File: config.mk
export PLATFORM = sky130hd
export DESIGN_NAME = serial_word_receiver
export DESIGN_NICKNAME = d
export VERILOG_FILES = /design/src/rtl/serial_word_receiver.sv
export SDC_FILE = /design/constraint.sdc
export NUM_CORES = 1
export LEC_CHECK = 0
export ABC_AREA = 1
export BUFFER_PORTS_ARGS = -buffer_cell sky130_fd_sc_hd__buf_2
export CAP_MARGIN = 10
export CORE_MARGIN = 8
export CORE_UTILIZATION = 40
export CTS_CLUSTER_SIZE = 40
export DETAILED_ROUTE_END_ITERATION = 8
export GPL_ROUTABILITY_DRIVEN = 0
export HOLD_SLACK_MARGIN = 0.12
export PLACE_DENSITY = 0.7
export SKIP_CTS_REPAIR_TIMING = 1
export SYNTH_ARGS = -nofsm -noshare
export SYNTH_HDL_FRONTEND = slang
export SYNTH_SLANG_ARGS = --single-unit
File: constraint.sdc
create_clock -name clk -period 1.27 [get_ports clk]
set_input_delay 0.254 -clock clk [delete_from_list [all_inputs] [get_ports clk]]
set_output_delay 0.254 -clock clk [all_outputs]
set_load 0.03 [all_outputs]
File: src/rtl/serial_word_receiver.sv
// LSB-first serial-to-parallel word receiver with valid/ready output and sticky overrun.
// Optional parity bit per frame when SWR_PARITY_EN is defined.
module serial_word_receiver #(
  parameter int WIDTH       = 4,
  parameter int EVEN_PARITY = 1
) (
  input  logic             clk,
  input  logic             reset,
  input  logic             sin_start,
  input  logic             sin_valid,
  input  logic             sin_bit,
  output logic [WIDTH-1:0] dout,
  output logic             dout_valid,
  input  logic             dout_ready,
  output logic             busy,
  output logic             overrun,
  input  logic             overrun_clr
`ifdef SWR_PARITY_EN
  ,
  output logic             parity_err
`endif
);

  localparam int CW = $clog2(WIDTH);
  localparam logic [CW-1:0] LAST = CW'(WIDTH - 1);

`ifdef SWR_PARITY_EN
  typedef enum logic [1:0] {IDLE, SHIFT, PARITY} state_t;
`else
  typedef enum logic [0:0] {IDLE, SHIFT} state_t;
`endif

  state_t           state_q, state_d;
  logic [WIDTH-1:0] shift_q, shift_d;
  logic [CW-1:0]    count_q, count_d;
  logic [WIDTH-1:0] dout_q, dout_d;
  logic             dout_valid_q, dout_valid_d;
  logic             overrun_q, overrun_d;
  logic [WIDTH-1:0] shifted;
  logic [WIDTH-1:0] word;
  logic             deliver;
  logic             slot_free;

`ifdef SWR_PARITY_EN
  logic parity_err_q, parity_err_d;
  logic par_bad;
`else
  logic unused_bits;
  assign unused_bits = shift_q[0] ^ (EVEN_PARITY != 0);
`endif

  assign shifted   = {sin_bit, shift_q[WIDTH-1:1]};
  assign slot_free = !dout_valid_q || dout_ready;

  always_ff @(posedge clk or posedge reset) begin
    if (reset) begin
      state_q      <= IDLE;
      shift_q      <= '0;
      count_q      <= '0;
      dout_q       <= '0;
      dout_valid_q <= 1'b0;
      overrun_q    <= 1'b0;
`ifdef SWR_PARITY_EN
      parity_err_q <= 1'b0;
`endif
    end else begin
      state_q      <= state_d;
      shift_q      <= shift_d;
      count_q      <= count_d;
      dout_q       <= dout_d;
      dout_valid_q <= dout_valid_d;
      overrun_q    <= overrun_d;
`ifdef SWR_PARITY_EN
      parity_err_q <= parity_err_d;
`endif
    end
  end

  always_comb begin
    state_d      = state_q;
    shift_d      = shift_q;
    count_d      = count_q;
    dout_d       = dout_q;
    dout_valid_d = dout_valid_q;
    overrun_d    = overrun_q;
    word         = shift_q;
    deliver      = 1'b0;
`ifdef SWR_PARITY_EN
    parity_err_d = parity_err_q;
    par_bad      = 1'b0;
`endif

    case (state_q)
      IDLE: begin
        if (sin_start) begin
          state_d = SHIFT;
          count_d = '0;
          shift_d = '0;
        end
      end
      SHIFT: begin
        // A start strobe restarts the frame and discards any same-cycle bit.
        if (sin_start) begin
          count_d = '0;
          shift_d = '0;
        end else if (sin_valid) begin
          shift_d = shifted;
          if (count_q == LAST) begin
            count_d = '0;
`ifdef SWR_PARITY_EN
            state_d = PARITY;
`else
            word    = shifted;
            deliver = 1'b1;
            state_d = IDLE;
`endif
          end else begin
            count_d = count_q + 1'b1;
          end
        end
      end
`ifdef SWR_PARITY_EN
      PARITY: begin
        if (sin_start) begin
          state_d = SHIFT;
          count_d = '0;
          shift_d = '0;
        end else if (sin_valid) begin
          word    = shift_q;
          deliver = 1'b1;
          par_bad = ((^shift_q) ^ sin_bit) != (EVEN_PARITY == 0);
          state_d = IDLE;
        end
      end
`endif
      default: state_d = IDLE;
    endcase

    if (overrun_clr) overrun_d = 1'b0;

    if (deliver && slot_free) begin
      dout_d       = word;
      dout_valid_d = 1'b1;
`ifdef SWR_PARITY_EN
      parity_err_d = par_bad;
`endif
    end else if (deliver) begin
      overrun_d = 1'b1;
    end else if (dout_valid_q && dout_ready) begin
      dout_valid_d = 1'b0;
    end
  end

  assign dout       = dout_q;
  assign dout_valid = dout_valid_q;
  assign busy       = (state_q != IDLE);
  assign overrun    = overrun_q;
`ifdef SWR_PARITY_EN
  assign parity_err = parity_err_q;
`endif

endmodule
==> impl_metrics.toml, run 1 <==
[status]
outcome = "finished clean"

[floorplanning]
dieArea_mm2 = 0.00289
core_area_mm2 = 0.00132
pin_count = 14
fp.dieH_um = 53.8
die_w_um = 53.8
num_rows = 13
start_util = 0.433

[yosys]
synth_area_per_cell_um2 = 8.91
yosysTopAreaCellShare = 0.526
syn-num-nets = 73
ys_seq_area_frac = 0.526
yosysWarnings = 0
synth_cell_type_count = 14
synth-seq-cells = 12
syn-cell-area_um2 = 571
yosys.area.top_type = "dfrtp_1"
netlist_top_cells_count = "17 x nand2_1, 12 x dfrtp_1, 11 x inv_1"
ys_async_sr_fraction = 1.00
ys.flop_type = "dfrtp_1"
yosysMostFrequentCell = "nand2_1"
synthTopCellsByArea = "dfrtp_1 53%, nand2_1 11%, inv_1 7.2%"
syn_inst = 64
synth-edff-count = 0

[drt]
drt-total-wl_um = 1070
drt-wirelength-per-cell_um = 11.1
postRouteAntennaNets = 0
drt_pass1_iterations = 2
avgViaCountPerCell = 4.95
vias = 475
drc = 0
drtIter0Drc = 4

[setup_path]
cp-startpoint = "busy"
worst_setup_path_end_kind = "output port"
path_delay_family = "flip-flops"
regToRegStartpoint = "count_q[0]"
critPathBufInv = 1
crit_chain = "buf_2"
crit_arrival_ns = 0.85
slowest_delay_ns = 0.40
path_class = "reg2out"
crit_fanout = 3
startpoint_type = "flip-flop"
slowest_stage = "dfrtp_1"
critPathRequiredTime_ns = 1.02

[timing]
final-setup-viol-count = 0
skew_ns = 0.00352
slew_headroom = 0.697
finalMaxSlewViolations = 0
setup_tns_ns = 0
tightestPinTransition_ns = 0.454
rsz0062_at_grt = "no"
fin_crit_sh = 0.868
hold_viol = 0
max_freq_mhz = 907
min_period_ns = 1.10

[cts]
clock_latency_ns = 0.27
clkSinkCount = 12
htree_num_levels = 1
cts_tree = "done"
numCtsBuffers = 3
clockRootBuffer = "clkbuf_4"
cts_buffer_depth = 2
clkTransAtPathRegs_ns = 0.07

[global_route]
grt_usage = 0.0818
antenna_found_initial = 0
grt_remaining_overflow = 0
grt_pass1_vias = 422
grt_pass1_wl_um = 1730
grt_max_degree = 13

[layout]
multi_input_area_um2 = 225
synthToLayoutAreaGrowth_pct = 20.4
n_fill_cell = 126
fin_nets = 92
regArea_um2 = 300
drive_above_1_share = 0.284
antenna_cells = 0

[placed_design]
numPortBuffers = 13
dpl.hpwl_um = 831

[pwr]
power_uw = 730
leakage_nw = 0.397
power_density_mw_per_mm2 = 1060
irDropWorstVdd_mv = 0.541

[worst_hold_path]
hp-class = "in2reg"
min_from = "overrun_clr"

[flow_run]
maxCapViolCount = 0
==> per-layer routing <==
layer  vias up  share of wire  wire [µm]  track usage
met5         -              0          0            0
met4         0          0.023         24       0.0504
met3         5           0.11        115       0.0468
met2        15           0.41        434        0.110
met1       215           0.46        492       0.0976
li1        240              -          -            -
==> worst paths after layout <==
| path | endpoint | slack [ns] | cells after the start |
|---|---|---|---|
| worst max-delay path | busy | 0.17 | 1 |
| worst min-delay path | overrun | 0.17 | 2 |
| worst max register to register | dout[2] | 0.17 | 7 |
| worst min register to register | dout[3] | 0.47 | 2 |
| max in group asynchronous | shift_q[3] | 0.43 | 3 |
| min in group asynchronous | dout_valid | 0.53 | 3 |
==> layout by cell type (no fill, tap or decap), drive strengths merged <==
master	count
nand3	9
clkbuf	3
dlygate4sd3	1
nand2	19
nor2	3
buf	13
dfrtp	12
o22ai	4
o21ai	3
ha	2
inv	12
==> cell families after synthesis <==
logic type      Yosys count  synth area share
simple gates             31             0.281
buf+inv                  12            0.0789
flops                    12             0.526
compound gates            7            0.0702
fa+ha+maj                 2            0.0439
==> layout make-up <==
cell class	instances	share of cell area
flip-flops and latches	12	0.437
multi-input cells	40	0.328
repair buffers	14	0.109
inverters	12	0.0656
clock buffers	3	0.0328
well taps	15	0.0273
==> metrics by stage <==
step	hold WS, ns	instances	util	setup WS, ns	instance area, µm²
6_report	0.170	96	0.521	0.168	687
2_1_floorplan	0.119	64	-	0.0587	571
4_1_cts	-0.00818	95	0.514	0.160	677
3_3_place_gp	0.277	92	0.497	0.203	654
5_1_grt	0.174	96	0.521	0.0908	687
3_5_place_dp	0.283	92	0.497	0.191	654
==> sequential cells by signal, indices dropped and copies added, names as in the netlist <==
signal,count
dout_valid,1
count_q,2
dout,4
overrun,1
busy,1
shift_q,3
==> report_power, final <==
group	internal, mW	total (mW)	switching, mW
registers	0.399	0.408	0.00892
clock network	0.110	0.227	0.118
logic	0.0311	0.0943	0.0631
total	0.540	0.730	0.190
Note: power is estimated with default switching activity, not from simulation.
==> run 2: changes to the inputs <==
==> constraint.sdc (replaced) <==
create_clock -name clk -period 1.27 [get_ports clk]
set_input_delay 0.1905 -clock clk [delete_from_list [all_inputs] [get_ports clk]]
set_output_delay 0.1905 -clock clk [all_outputs]
set_load 0.03 [all_outputs]
==> run 2 against run 1 <==
Register-to-register slack hardly changed. Combinational power is 2.7% higher. Non-clock buffer count is 1 higher. Critical path depth is 6 higher. Critical path type is now reg2reg. Critical endpoint is now dout[2]. Largest cell class unchanged. Highest routed layer unchanged.
==> impl_metrics.toml, run 2 (same netlist as run 1, synthesis figures left out) <==
[cts]
clock_latency_ns = 0.27
clkTransAtPathRegs_ns = 0.07
htree_num_levels = 1
clockRootBuffer = "clkbuf_4"
cts_tree = "done"
clkSinkCount = 12
numCtsBuffers = 3
cts_buffer_depth = 2

[setup_path]
critPathBufInv = 1
crit_chain = "ha_1 -> nand2_1 -> inv_1 -> nand2_1 -> nand2_1 -> nand3_1 -> nand2_1"
path_delay_family = "flip-flops"
slowest_stage = "dfrtp_1"
crit_arrival_ns = 1.26
critPathRequiredTime_ns = 1.43
worst_setup_path_end_kind = "flip-flop"
startpoint_type = "flip-flop"
crit_fanout = 3
slowest_delay_ns = 0.40
path_class = "reg2reg"
cpMostUsedCell = "nand2_1"

[drt]
avgViaCountPerCell = 4.92
drt-wirelength-per-cell_um = 11.2
drtIter0Drc = 4
drc = 0
drt_pass1_iterations = 2
postRouteAntennaNets = 0
vias = 477
drt-total-wl_um = 1080

[global_route]
grt_pass1_wl_um = 1730
grt_usage = 0.0818
met2_usage = 0.110
grt_remaining_overflow = 0
grt_pass1_vias = 422
antenna_found_initial = 0
grt_max_degree = 13
met3_usage = 0.0468
use_met1 = 0.0976
grt-busiest-layer = "met2"

[floorplanning]
num_rows = 13
fp.dieH_um = 53.8
dieArea_mm2 = 0.00289
pin_count = 14
die_w_um = 53.8
core_area_mm2 = 0.00132
start_util = 0.433

[layout]
largest_reg_flops = 4
drive_above_1_share = 0.280
fin_area_um2 = 697
synthToLayoutAreaGrowth_pct = 22.1
antenna_cells = 0
final_common_cell = "nand2_1"
n_fill_cell = 124
multi_input_area_um2 = 225
fin_nets = 93
most-common-layout-cells = "17 x nand2_1, 13 x buf_2, 12 x dfrtp_1"
regArea_um2 = 300

[pwr]
power.share.sequential = 0.557
combPwrFrac = 0.132
power_density_mw_per_mm2 = 1050
leakage_nw = 0.402
irDropWorstVdd_mv = 0.542
power_uw = 732
pwr-share-clk = 0.311
switching_power_uw = 190
switching_share = 0.260
power.internal_uw = 542

[timing]
rsz0062_at_grt = "no"
fin_crit_sh = 0.864
finalMaxSlewViolations = 0
slew_headroom = 0.697
hold_viol = 0
tightestPinTransition_ns = 0.454
skew_ns = 0.00352
max_freq_mhz = 911
final-setup-viol-count = 0
fin_ws_ns = 0.172
min_period_ns = 1.10
setup_tns_ns = 0

[flow_run]
maxCapViolCount = 0

[status]
outcome = "finished clean"

[placed_design]
placed_cell_area_um2 = 654
numPortBuffers = 13
dpl.hpwl_um = 831
dp_slack_ns = 0.191

[worst_hold_path]
hp-class = "in2reg"
[run 2: changes by cell type in the layout (fill, tap and decap cells not counted)]
| cell | delta |
|---|---|
| dlygate4sd3_1 | +1 |
[run 2: metal layers]
layer | up-vias | part of all wire
met3 | 5 | 0.11
li1 | 242 | -
met2 | 15 | 0.41
met1 | 215 | 0.46
met5 | - | 0
met4 | 0 | 0.022
[run 2: worst paths after layout]
kind / start / to / slack, ns / cells past startpoint
min in group asynchronous: reset / dout_valid / 0.46 / 3
max in group asynchronous: reset / shift_q[3] / 0.50 / 3
min reg2reg: dout[3] / dout[3] / 0.47 / 2
min: sin_bit / dout[3] / 0.14 / 3
max: count_q[0] / dout[2] / 0.17 / 7
max reg2reg: count_q[0] / dout[2] / 0.17 / 7
[run 2: cell type report]
class | count | area share
clock buffers | 3 | 0.0323
inverters | 12 | 0.0646
multi-input cells | 40 | 0.323
flip-flops and latches | 12 | 0.431
well taps | 15 | 0.0269
repair buffers | 15 | 0.122
[run 2: stage by stage]
stage | instances | utilization | hold slack, ns
floorplan | 64 | - | 0.0552
global placement | 92 | 0.497 | 0.213
detailed placement | 92 | 0.497 | 0.220
CTS | 95 | 0.514 | -0.0717
global route | 97 | 0.529 | 0.156
finish | 97 | 0.529 | 0.143
[run 2: power groups by stage]
stage	sequential (mW)	clock, mW	combinational, mW
after global placement	0.416	0	0.0926
after floorplan	0.433	0	0.0438
final	0.408	0.227	0.0968
after global routing	0.410	0.254	0.111
after CTS	0.409	0.234	0.0939
after detailed placement	0.416	0	0.0933
[run 2: tightest hold or removal path, cell delays in order]
cell and delay, ns:
buf_2 0.09, nand2_1 0.05, nand2_1 0.05
